`config.mk`:
```
export PLATFORM = sky130hd
export DESIGN_NAME = vga_scan_gen
export DESIGN_NICKNAME = d
export VERILOG_FILES = /design/src/rtl/vga_scan_gen.sv
export SDC_FILE = /design/constraint.sdc
export NUM_CORES = 1
export LEC_CHECK = 0
export ABC_AREA = 1
export ABC_CLOCK_PERIOD_IN_PS = 3800
export CAP_MARGIN = 20
export CORE_ASPECT_RATIO = 1.2
export CORE_MARGIN = 2
export CORE_UTILIZATION = 45
export DETAILED_ROUTE_END_ITERATION = 6
export PLACE_DENSITY = 0.66
export SYNTH_ARGS = -nofsm -noshare
export SYNTH_HDL_FRONTEND = slang
export SYNTH_SLANG_ARGS = --single-unit
```
`constraint.sdc`:
```
create_clock -name clk -period 3.8 [get_ports clk]
set_clock_uncertainty 0.05 [all_clocks]
set_input_delay 0.38 -clock clk [delete_from_list [all_inputs] [get_ports clk]]
set_output_delay 0.38 -clock clk [all_outputs]
set_load 0.005 [all_outputs]
```
`src/rtl/vga_scan_gen.sv`:
```
// VGA scan-timing source: pixel/line counters, active-area x/y,
// pipelined sync outputs and a per-frame tick.
module vga_scan_gen #(
   parameter int   CLK_DIV    = 4,
   parameter int   H_ACTIVE   = 640,
   parameter int   H_FP       = 16,
   parameter int   H_SYNC     = 96,
   parameter int   H_BP       = 48,
   parameter int   V_ACTIVE   = 480,
   parameter int   V_FP       = 10,
   parameter int   V_SYNC     = 2,
   parameter int   V_BP       = 33,
   parameter logic SYNC_POL   = 1'b0,
   parameter int   PIPE_DELAY = 2
) (
   input  logic       clk,
   input  logic       rst,
   output logic [9:0] x,
   output logic [9:0] y,
   output logic       toDisplay,
   output logic       hsync,
   output logic       vsync,
   output logic       frame_tick
);

   localparam int H_TOTAL = H_ACTIVE + H_FP + H_SYNC + H_BP;
   localparam int V_TOTAL = V_ACTIVE + V_FP + V_SYNC + V_BP;
   localparam int DW      = (CLK_DIV > 1) ? $clog2(CLK_DIV) : 1;

   localparam logic [DW-1:0] DIV_MAX = DW'(CLK_DIV - 1);
   localparam logic [9:0] H_LAST = 10'(H_TOTAL - 1);
   localparam logic [9:0] V_LAST = 10'(V_TOTAL - 1);
   localparam logic [9:0] H_ACT  = 10'(H_ACTIVE);
   localparam logic [9:0] V_ACT  = 10'(V_ACTIVE);
   localparam logic [9:0] HS_BEG = 10'(H_ACTIVE + H_FP);
   localparam logic [9:0] HS_END = 10'(H_ACTIVE + H_FP + H_SYNC);
   localparam logic [9:0] VS_BEG = 10'(V_ACTIVE + V_FP);
   localparam logic [9:0] VS_END = 10'(V_ACTIVE + V_FP + V_SYNC);

   logic [DW-1:0]     div_cnt;
   logic [9:0]        h_cnt;
   logic [9:0]        v_cnt;
   logic              pix_en;
   logic              td_next;
   logic              hs_raw;
   logic              vs_raw;
   logic              last_pix;
   logic [PIPE_DELAY:0] hs_q;
   logic [PIPE_DELAY:0] vs_q;

   always_comb begin
      pix_en   = (div_cnt == DIV_MAX);
      td_next  = (h_cnt < H_ACT) && (v_cnt < V_ACT);
      hs_raw   = (h_cnt >= HS_BEG && h_cnt < HS_END) ? SYNC_POL : ~SYNC_POL;
      vs_raw   = (v_cnt >= VS_BEG && v_cnt < VS_END) ? SYNC_POL : ~SYNC_POL;
      last_pix = (h_cnt == H_LAST) && (v_cnt == V_LAST);
   end

   always_ff @(posedge clk) begin
      if (rst) begin
         div_cnt <= '0;
         h_cnt   <= '0;
         v_cnt   <= '0;
      end else begin
         div_cnt <= pix_en ? '0 : div_cnt + DW'(1);
         if (pix_en) begin
            if (h_cnt == H_LAST) begin
               h_cnt <= '0;
               v_cnt <= (v_cnt == V_LAST) ? '0 : v_cnt + 10'd1;
            end else begin
               h_cnt <= h_cnt + 10'd1;
            end
         end
      end
   end

   always_ff @(posedge clk) begin
      if (rst) begin
         x          <= '0;
         y          <= '0;
         toDisplay  <= 1'b0;
         frame_tick <= 1'b0;
      end else begin
         x          <= td_next ? h_cnt : '0;
         y          <= td_next ? v_cnt : '0;
         toDisplay  <= td_next;
         frame_tick <= pix_en && last_pix;
      end
   end

   // Stage 0 is the registered raw sync; the rest match renderer latency.
   always_ff @(posedge clk) begin
      if (rst) begin
         hs_q <= {(PIPE_DELAY + 1){~SYNC_POL}};
         vs_q <= {(PIPE_DELAY + 1){~SYNC_POL}};
      end else begin
         hs_q[0] <= hs_raw;
         vs_q[0] <= vs_raw;
         for (int i = 1; i <= PIPE_DELAY; i++) begin
            hs_q[i] <= hs_q[i-1];
            vs_q[i] <= vs_q[i-1];
         end
      end
   end

   assign hsync = hs_q[PIPE_DELAY];
   assign vsync = vs_q[PIPE_DELAY];

endmodule

```
; Word level (Yosys, flattened, before mapping)
; Index checks and enable logic that the tools add are counted.
[op_classes]
add_sub_neg = 3
n_lt_le_gt_ge = 6
n_eq_ne = 3
n_mux = 4
bitwise = 1
n_reduce_logical = 8
[ops]
columns = operator, count
row1 = $add A10 B1 Y10 const B, 2
row2 = $eq A10 B10 Y1 const B, 2
row3 = $lt A10 B10 Y1 const B, 2
row4 = $lt A10 B9 Y1 const B, 2
row5 = $mux W10, 2
row6 = $ge A10 B10 Y1 const B, 1
row7 = $ge A10 B9 Y1 const B, 1
row8 = $logic_and A1 B1 Y1, 5
row9 = $reduce_or A2 Y1, 2
row10 = $add A2 B1 Y2 const B, 1
row11 = $eq A2 B2 Y1 const B, 1
row12 = $mux W1, 2
row13 = $reduce_and A2 Y1, 1
row14 = $not A1 Y1, 1
[totals]
regBits = 50
out_inout_bits = 24
elab_cells = 34

; Logic depth before layout (Yosys ltp)
[logic_depth]
depth_word = 4
mapped_depth = 9
ltp_nobuf = 9

; Worst setup path after synthesis
; No wires, ideal clock.
[synth_timing]
path_kind = register to register
startpoint = register h_cnt[0]
endpoint = register v_cnt[8]
arrival_ps = 1206
required_time_ps = 3632
path_slack_ps = 2426
path_stages_with_launch = 8
path_buffers = 1
period_less_slack_ps = 1374
path_cell_list = dfxtp_1 -> ha_1 -> nand2_1 -> nor2_2 -> nand4_4 -> buf_6 -> nor3_1 -> nor2_1
[synth_via]
elab_chain_len = 2
[synth_lines]
columns = item, line_no
row1 = from (decl), 41  ; logic [9:0] h_cnt;
row2 = from (signal assigned), 71  ; h_cnt <= h_cnt + 10'd1;
row3 = $eq A10 B10 Y1, 67  ; if (h_cnt == H_LAST) begin
row4 = $reduce_and A2 Y1 (no line), n/a
row5 = to (signal assigned), 69  ; v_cnt <= (v_cnt == V_LAST) ? '0 : v_cnt + 10'd1;
row6 = to (decl), 42  ; logic [9:0] v_cnt;
; Every way passes these cells.
; A chain may end at the register's enable or synchronous reset.

; Final worst setup path
[layout_timing]
startpoint = input port rst
endpoint = register x[4]
[layout_via]
elab_chain_len = 1
[layout_lines]
columns = item, line_no
row1 = from (decl), 17  ; input logic rst,
row2 = $reduce_or A2 Y1 (no line), n/a
row3 = to (signal assigned), 84  ; x <= td_next ? h_cnt : '0;
row4 = to (decl), 18  ; output logic [9:0] x,
; Every way passes these cells.

==> results.yml <==
outcome:
  outcome: "finished, final reports clean"
timing:
  grt_setup_unrepaired: "no"
  fin_setup_tns_ps: 0
  worst_slew_pin_slew_ps: 628
  final_max_slew_viol_count: 0
  hold_violations: 0
  clock.fmax_mhz: 568
  min_period_over_period: 0.463
  relSlewSlack: 0.580
  period_minus_slack_ps: 1760
  setup_viol: 0
cells_and_area:
  diodes: 0
  final_core_util: 0.558
  drive_gt1_frac: 0.0906
  syn_to_final_growth_pct: 20.5
  fillCellCount: 383
  final_cell_mix: "50 x dfxtp_1, 47 x nor2_1, 34 x nand2_1, 32 x inv_1, 25 x clkdlybuf4s50_1"
  multi_input_area_sq_um: 782
  nNetsFinal: 271
  seqCellArea_sq_um: 1000
  layout.cells.most_common: "dfxtp_1"
  final_cell_area_sq_um: 2340
grt:
  grt_pass1_vias: 1435
  antenna_found_initial: 0
  track_usage: 0.164
  grt_overflow: 0
  grt_pass1_wl_mm: 6.33
  grt_max_degree: 20
worst_setup_path:
  cp_max_fo: 19
  crit_start: "rst"
  worst_r2r_endpoint: "v_cnt[2]$_SDFFE_PP0P_"
  end_kind: "register"
  crit_required_ps: 3930
  reg2reg_slack_ps: 2130
  timing.rr.start: "h_cnt[0]$_SDFFE_PP0P_"
  r2r_cells: 7
  worstSetupPathType: "in2reg"
  crit_arrival_ps: 1890
  setup.worst_path.start_class: "input pin"
  crit_path_end: "x[4]$_SDFF_PP0_"
power_and_ir_drop:
  power.total_w: 0.000919
  pwr-share-seq: 0.577
  power_frac_comb: 0.027
  clkPwrFrac: 0.395
  powerDensity_nw_per_um2: 393
  internal_power_w: 0.000732
  peakVddDrop_uv: 261
  cellLeakagePower_nw: 0.914
  p_switching_w: 0.000187
  sw_frac_of_total: 0.203
placement:
  place_congestion: 0.911
  dp_hpwl_mm: 2.61
  portBuffers: 25
  place_area_sq_um: 2230
clocking:
  post_cts_resized: 0
  cts_tree: "yes"
  postCtsHoldBufs: 0
  root_buffer: "clkbuf_8"
  clockBufferDepth: 2
  cts.sinks: 50
  clk_pin_slew_ps: 90
  cts_max_level: 2
  cts_setup_buffers: 0
  clock_latency_ps: 300
  cts_made_buffers: 5
die:
  core_area_sq_um: 4200
  die_x_um: 64.0
  start_util: 0.463
  fp.dieArea_sq_um: 4860
  chipHeight_um: 76.0
  row_count: 26
  ios: 26
route:
  wire_per_inst_um: 11.1
  viasPerCell: 4.74
  detail-route-antenna-nets: 0
  drt_pass1_iterations: 4
  post-route-drc-count: 0
  drtIter0Drc: 78
  vias: 1521
  routed_wl_mm: 3.56
yosys:
  avgSynthCellArea_sq_um: 8.20
  synth-xor-area-share: 0.0270
  synth-seq-cells: 50
  post_synth_inst_count: 237
  syn_area_sq_um: 1940
  synth-simple-area-share: 0.299
  ys_seq_area_frac: 0.515
  synth_top_family_by_area: "simple AND/OR/NAND/NOR gates"
  synth.net_count: 244
  yosys_warnings: 0
  synth_top_area_share: 0.515
  synth_adder_area_share: 0.0322
  synth_compound_area_frac: 0.0425
  synthMuxAreaShare: 0
  ys_top_cells_by_area: "dfxtp_1 52%, nor2_1 9.1%, nand2_1 6.6%"
  synth_top_area_cell: "dfxtp_1"
  synth.distinct_cells: 27
min_path:
  hp-class: "reg2reg"
job:
  cap_violations: 0
==> worst min path at each step <==
stage / depth (start not counted) / startpoint / slack (ps) / to
6_report: 1 / hs_q[0]$_SDFF_PP1_ / 360 / hs_q[1]$_SDFF_PP1_
5_1_grt: 1 / div_cnt[0]$_SDFF_PP0_ / 380 / div_cnt[0]$_SDFF_PP0_
4_1_cts: 1 / hs_q[0]$_SDFF_PP1_ / 360 / hs_q[1]$_SDFF_PP1_
3_5_place_dp: 1 / vs_q[0]$_SDFF_PP1_ / 340 / vs_q[1]$_SDFF_PP1_
3_3_place_gp: 1 / hs_q[1]$_SDFF_PP1_ / 340 / hs_q[2]$_SDFF_PP1_
2_1_floorplan: 1 / hs_q[0]$_SDFF_PP1_ / 340 / hs_q[1]$_SDFF_PP1_
==> stage by stage <==
step,setup slack (ps),cells,hold WS [ps]
after CTS,2030,321,365
after global placement,1730,313,341
after floorplan,2430,237,339
after global routing,1810,321,378
after detailed placement,1720,313,342
final,2040,321,363
==> cells by family (layout without fill, tap and decap cells) <==
logic type	after synthesis	in the layout
compound gates	15	15
xor+xnor	6	6
fa+ha+maj	5	5
buf+inv	38	66
flops	50	50
other cells	1	1
simple gates	122	122
==> sequential cells by signal, summed over array words and instances, names as in the netlist <==
| name | cells |
|---|---|
| div_cnt | 2 |
| frame_tick | 1 |
| h_cnt | 10 |
| hs_q | 3 |
| toDisplay | 1 |
| v_cnt | 10 |
| vs_q | 3 |
| x | 10 |
| y | 10 |
==> final cells by class <==
type,count,area share
clock inverters,3,0.0192
inverters,33,0.0529
repair buffers,25,0.107
flip-flops and latches,50,0.428
multi-input cells,149,0.334
clock buffers,5,0.0294
well taps,56,0.0299
==> critical path, cell delays in order <==
cell and delay, ps:
clkdlybuf4s50_1 870, nor2_1 120, nand3_1 110, a21oi_2 50, inv_2 280, nor2_1 80
==> Yosys cell counts (all sizes together) <==
cell and instances:
nor3b 1, dfxtp 50, conb 1, ha 5
a21oi 8, nand3 13, buf 4, nor3 10
clkbuf 1, o21ai 7, nor4 1, nor2 50
or2 4, nand2 36, xor2 6, inv 33
nand4 7
==> layer usage <==
layer | track usage | share of wire | vias to the layer above
met4 | 0.0717 | 0.024 | 0
met5 | 0 | 0 | -
met1 | 0.199 | 0.43 | 696
met2 | 0.275 | 0.52 | 32
li1 | - | - | 784
met3 | 0.0355 | 0.032 | 9
==> power by group through the flow <==
| stage | Clock, W | Sequential [W] | Combinational (W) |
|---|---|---|---|
| floorplan | 0 | 0.000543 | 0.0000167 |
| global placement | 0 | 0.000543 | 0.0000245 |
| finish | 0.000364 | 0.000531 | 0.0000252 |
| detailed placement | 0 | 0.000543 | 0.0000253 |
| global route | 0.000406 | 0.000531 | 0.0000299 |
| CTS | 0.000379 | 0.000531 | 0.0000255 |
Note: power is estimated with default switching activity, not from simulation.
